[src/rtl/mux2_8bit_ctrl.sv]
// Operand capture and select sequencer feeding a 2:1 byte multiplexer.
// Two operands arrive serially on din; a run then steps s through a mode-selected pattern.
module mux2_8bit_ctrl #(
  parameter int PERIOD = 4,
  parameter int NPHASE = 8
) (
  input  logic       clk,
  input  logic       reset,
  input  logic [7:0] din,
  input  logic       load,
  input  logic       start,
  input  logic [1:0] mode,
  output logic [7:0] d0,
  output logic [7:0] d1,
  output logic       s,
  output logic       busy,
  output logic       done,
  output logic       loaded
);

  localparam int CW = (PERIOD > 1) ? $clog2(PERIOD) : 1;
  localparam int PW = (NPHASE > 1) ? $clog2(NPHASE) : 1;
  localparam logic [CW-1:0] CYC_LAST = CW'(PERIOD - 1);
  localparam logic [PW-1:0] PH_LAST  = PW'(NPHASE - 1);

  typedef enum logic [1:0] {IDLE, RUN, DONE} state_t;

  state_t        state;
  logic          ptr;
  logic [CW-1:0] cyc_cnt;
  logic [PW-1:0] ph_cnt;
  logic [1:0]    mode_r;

  // Mode 11 picks whichever operand is larger so the mux passes the maximum.
  function automatic logic init_sel(input logic [1:0] m, input logic [7:0] a, input logic [7:0] b);
    case (m)
      2'b01:   return 1'b1;
      2'b11:   return (b > a);
      default: return 1'b0;
    endcase
  endfunction

  always_ff @(posedge clk) begin
    if (reset) begin
      state   <= IDLE;
      d0      <= '0;
      d1      <= '0;
      s       <= 1'b0;
      busy    <= 1'b0;
      done    <= 1'b0;
      loaded  <= 1'b0;
      ptr     <= 1'b0;
      cyc_cnt <= '0;
      ph_cnt  <= '0;
      mode_r  <= '0;
    end else begin
      done <= 1'b0;
      case (state)
        IDLE: begin
          if (start && loaded) begin
            state   <= RUN;
            busy    <= 1'b1;
            cyc_cnt <= '0;
            ph_cnt  <= '0;
            mode_r  <= mode;
            s       <= init_sel(mode, d0, d1);
          end else if (load) begin
            if (!ptr) begin
              d0  <= din;
              ptr <= 1'b1;
            end else begin
              d1     <= din;
              ptr    <= 1'b0;
              loaded <= 1'b1;
            end
          end
        end
        RUN: begin
          if (cyc_cnt == CYC_LAST) begin
            cyc_cnt <= '0;
            // The final wrap ends the run without a last toggle.
            if (ph_cnt == PH_LAST) begin
              state <= DONE;
              busy  <= 1'b0;
              done  <= 1'b1;
            end else begin
              ph_cnt <= ph_cnt + 1'b1;
              if (mode_r == 2'b10) s <= ~s;
            end
          end else begin
            cyc_cnt <= cyc_cnt + 1'b1;
          end
        end
        DONE: state <= IDLE;
        default: state <= IDLE;
      endcase
    end
  end

endmodule

[config.mk]
export PLATFORM = sky130hd
export DESIGN_NAME = mux2_8bit_ctrl
export DESIGN_NICKNAME = d
export VERILOG_FILES = /design/src/rtl/mux2_8bit_ctrl.sv
export SDC_FILE = /design/constraint.sdc
export NUM_CORES = 1
export LEC_CHECK = 0
export BUFFER_PORTS_ARGS = -buffer_cell sky130_fd_sc_hd__buf_2
export CAP_MARGIN = 10
export CORE_ASPECT_RATIO = 1.25
export CORE_MARGIN = 1
export CORE_UTILIZATION = 25
export DETAILED_ROUTE_END_ITERATION = 8
export GPL_ROUTABILITY_DRIVEN = 0
export GPL_TIMING_DRIVEN = 0
export SYNTH_ARGS = -nofsm -noshare
export SYNTH_HDL_FRONTEND = slang
export SYNTH_SLANG_ARGS = --single-unit
[constraint.sdc]
create_clock -name clk -period 2.3 [get_ports clk]
set_input_delay 0.23 -clock clk [delete_from_list [all_inputs] [get_ports clk]]
set_output_delay 0.23 -clock clk [all_outputs]
set_load 0.1 [all_outputs]
* After elaboration in Yosys (flattened, before gate mapping)
Cells that the tools add are included.
** Operators by class
- Magnitude comparators :: 1
- $add $sub $neg :: 2
- Reductions and logical operators :: 13
- Eq/ne operators :: 11
- Multiplexer cells :: 23
- Bitwise operators :: 5
** Operator list (number)
- AND reduction 4 bit :: 4
- two-way mux 2 bit :: 5
- != test 2 bit, second input constant :: 5
- two-way mux 1 bit :: 9
- two-way mux 3 bit :: 3
- > comparator 8 bit :: 1
- case mux 2 bit (2 select lines) :: 2
- == test 2 bit, second input constant :: 3
- case mux 1 bit (2 select lines) :: 3
- case mux 3 bit (2 select lines) :: 1
- AND reduction 3 bit :: 2
- inverter 1 bit :: 5
- AND reduction 5 bit :: 1
- == test 2 x 1 -> 1 bit, second input constant :: 2
- AND reduction 2 bit :: 2
- adder 3 x 1 -> 3 bit, second input constant :: 1
- == test 3 bit, second input constant :: 1
- OR reduction 3 bit :: 1
- adder 2 x 1 -> 2 bit, second input constant :: 1
- zero test 2 bit :: 1
- nonzero test 2 bit :: 1
- logical AND 1 bit :: 1
** Word-level totals
- Input port bits :: 14
- Word-level logic and storage cells :: 66
- Register bits after elaboration :: 30
- Output and inout port bits :: 20

* Depth between registers and ports, before layout
- Depth in word-level cells :: 5
- Mapped depth :: 6
- Depth with buffers taken out :: 6

* Least setup slack after synthesis
OpenSTA, ideal clock, no wires.
- Path type :: reg-to-reg
- From :: reg d0[1]
- To :: reg s
- Slack :: 0.210 ns
- Path buffers :: 0
- Arrival time :: 1.970 ns
- Setup time :: 0.120 ns
- Required time :: 2.180 ns
- Period minus slack after synthesis :: 2.090 ns
- Stages on the path, launching flop included :: 7
- Cell sequence :: dfxtp_1 -> inv_1 -> ha_1 -> nor2b_1 -> o211ai_1 -> a21oi_1 -> o31a_1
** On the way
- Longest elaborated chain between the ends :: 4
** Ends and longest elaborated chain
- from (decl) :: RTL line 13 : output logic [7:0] d0,
- from (signal assigned) :: RTL line 69 : d0 <= din;
- > comparator 8 bit :: RTL line 38 : 2'b11: return (b > a);
- case mux 1 bit (2 select lines) :: RTL line 36 : case (m)
- two-way mux 1 bit :: RTL line 60 : if (start && loaded) begin
- case mux 1 bit (2 select lines) :: RTL line 58 : case (state)
- to (signal assigned) :: RTL line 66 : s <= init_sel(mode, d0, d1);
- to (signal assigned) :: RTL line 88 : if (mode_r == 2'b10) s <= ~s;
- to (decl) :: RTL line 15 : output logic s,
Every way passes these cells. The select of a mux whose other input is x is not followed.
A chain may end at the register's enable or synchronous reset.

* Worst setup path in the final report
- From :: reg ph_cnt[0]
- To :: reg s
** On the way
- Longest elaborated chain between the ends :: 3
** Ends and longest elaborated chain
- from (decl) :: RTL line 31 : logic [PW-1:0] ph_cnt;
- from (signal assigned) :: RTL line 87 : ph_cnt <= ph_cnt + 1'b1;
- == test 3 bit :: RTL line 82 : if (ph_cnt == PH_LAST) begin
- != test 2 bit (no line)
- AND reduction 5 bit (no line)
Every way passes these cells.

==> summary.md <==
| Metric | Value |
|---|---|
| Status | finished clean |
| Root Buffer | clkbuf_8 |
| Initial core utilization | approximately a quarter |
| Post_cts resized | 0 |
| Dpl hpwl | between 2000 and 2500 µm |
| Max-slew headroom | between 60% and 70% |
| Global Route Usage Sum | about 10% |
| Post-Layout Cell Count | approximately 260 |
| I/O pins | 34 |
| H-tree depth | 2 |
| Initial antenna violation count | 0 |
| Met2 wire length | approximately 1300 µm |
| Die width | 69.56 µm |
| Fin. max-slew vios | 0 |
| Number of synthesized flops with an enable pin | 0 |
| Top Family by Delay on Critical Path | compound AO/OA/AOI/OAI gates |
| Clock latency on the worst-skew pair | 0.28 ns |
| Largest net degree at the start of global routing | 11 |
| Setup Buffers After CTS | 0 |
| Clock transition at path regs | ~0.060 ns |
| Hold Crit Class | in -> reg |
| Net count after synthesis | 177 |
| Num rows | 30 |
| Via count | 1156 |
| CTS sink cnt | 30 |
| Worst path slowest cell | and4bb_4 |
| Distinct cells, synth | 32 |
| PortBufs | 33 |
| First-pass GRT wire length | about 4700 µm |
| R2R cell count | 6 |
| Vias in the first global route | between 1000 and 1500 |
| Yosys reg bits | 30 |
| Drt drc | 0 |
| Syn avg cell area | between 9 and 10 µm² |
| Routed len/inst | between 10 and 15 µm |
| # diodes | 0 |
| Synth-to-Final Area Change | 22.54% |
| R2R Setup Slk | just over 0.5 ns |
| Crit Path Max Fanout | 6 |
| Setup_tns | 0 ns |
| Final Setup Violations | 0 |
| Req. time, crit path | approximately 2.5 ns |
| End-of-flow core utilization | a little under a third |
| Antenna-violating nets left | 0 |
| Drt first pass iters | 4 |
| Clk buf depth | 2 |
| Most used cell, CP | ha_1 |
| Total Wirelength | 2843 µm |
| Top Layer Used | met4 |
| Hold Path Depth | 3 |
| Max frequency | between 500 and 600 MHz |
| Max-cap viol count | 0 |
| Peak VDD IR | roughly 0.00037 V |
| Syn Inst Count | around 150 |
| Most common flop cell mapped by yosys | dfxtp_1 |
| CTS buffer count | 5 |
| Vias per Instance | about 4.5 |
| Mapped cell area | approximately 1400 µm² |
| Worst setup SP type | register |
| CTS tree | yes |
| Post-synth ARST share | 0% |
| Cell count along the critical path | 6 |
| Seq/Total Area, Yosys | between 40 and 50% |
| Critical path buffers and inverters | 0 |
| Worst-Margin Slew | ~0.49 ns |
| Pwr Density | around 730 nW/µm² |
| Crit path cell chain | ha_1, ha_1, and4bb_4, nor2_2, a211o_1, o31a_1 |
| Met1 wire length | 1294 µm |
| Final hold violations | 0 |
| WL met3 | roughly 150 µm |
| CP peak stage delay | around 0.39 ns |
| Setup Crit Path Kind | reg -> reg |
| Dpl cells | 249 |
| Final Net Count | 217 |
| Die Area | approximately 6000 µm² |
| Tmin final | between 1.5 and 2 ns |
| Period utilization | between 70 and 80% |
| Crit path DAT | 1.95 ns |
| Ys Warns | 0 |
| Hold_buf cts | 0 |
| Core Area | ~5500 µm² |
| Unrepaired setup endpoints after global routing | false |
| Die height | approximately 86 µm |
| Share of cells above drive strength 1 | between 20% and 30% |
| CP Capture Type | register |
| Iter 0 DRT Violations | 25 |
| Layout Skew | between 0.002 and 0.003 ns |
| Leak | just over 0.8 nW |
| Grt total ovfl | 0 |
==> flip-flops by register name, summed over array words and instances, names as in the netlist <==
name / flops
busy: 1
cyc_cnt: 2
d0: 8
d1: 8
done: 1
loaded: 1
mode_r: 2
ph_cnt: 3
ptr: 1
s: 1
state: 2
==> cell type report <==
type                    count  area (µm²)
fillers                   581        3732
plain buffers               7       37.54
multi-input cells         103       743.2
inverters                  12       45.04
clock buffers               7       76.32
well taps                  64       80.08
flip-flops and latches     30       600.6
repair buffers             33       165.2
==> cell usage in the layout, fill, tap and decap left out, types with 2 or more instances in the layout <==
cell type and instances:
or2_1 2, clkbuf_8 5, nand2_1 4, buf_2 36, nand2b_1 3, nand3b_1 2, nand4_1 3, ha_1 11
mux2i_1 18, nor2_1 23, clkbuf_1 4, nor3_1 2, and4bb_4 2, dfxtp_1 30, o21ai_1 2, a22oi_1 3
o21ai_0 4, a21oi_1 11, inv_1 12, nor2b_1 2
==> synth_stat cells, types with 2 or more instances <==
cell | instances | area share [%]
nor2_1 | 23 | 6.1
nand2_1 | 4 | 1.1
nand3b_1 | 2 | 1.1
a21oi_1 | 11 | 3.9
dfxtp_1 | 30 | 42
nor2b_1 | 2 | 0.88
nand4_1 | 3 | 1.3
clkbuf_1 | 2 | 0.53
mux2i_1 | 18 | 13
o21ai_0 | 4 | 1.4
or2_1 | 2 | 0.88
ha_1 | 11 | 9.6
nand2b_1 | 3 | 1.3
nor3_1 | 2 | 0.70
and4bb_4 | 2 | 2.3
a22oi_1 | 3 | 1.6
o21ai_1 | 2 | 0.70
buf_2 | 3 | 1.1
inv_1 | 12 | 3.2
==> worst min-delay path, stage by stage <==
cell     delay [ns]
buf_2          0.08
mux2i_1        0.05
nor2_1         0.07
==> power by group <==
part	internal (mW)	switching, mW	leakage, nW
Clock	0.208	0.181	0.0383
Combinational	0.0815	0.234	0.546
Sequential	0.545	0.0184	0.244
Total	0.835	0.433	0.829
==> layer usage <==
metal	vias to the layer above	track usage, %
li1	606	-
met1	514	11.39
met2	31	17.39
met3	5	2.558
met4	0	6.122
met5	-	0
==> stage by stage <==
step	total power [mW]	instance area (µm²)	worst slack (ns)	hold WS, ns
after CTS	1.291	1748	0.5034	0.1865
after detailed placement	0.8939	1672	0.5221	0.4620
final	1.268	1748	0.5199	0.1958
after global placement	0.8930	1672	0.5167	0.4603
after global routing	1.328	1748	0.4448	0.2020
after floorplan	0.8334	1426	0.2102	0.3739
==> final timing paths <==
path | start | end
max reg2reg | ph_cnt[0] | s
max | ph_cnt[0] | s
min | din[7] | d0[7]
min reg2reg | ptr | ptr
==> cells by family (layout without fill, tap and decap cells) <==
group / after synthesis / in the layout / share of synthesized area [%]
mux: 18 / 18 / 12.63
fa+ha+maj: 11 / 11 / 9.649
compound gates: 27 / 27 / 12.46
simple gates: 47 / 47 / 17.37
flops: 30 / 30 / 42.11
buf+inv: 19 / 59 / 5.789
No activity file was read; power rests on OpenSTA's default activity.
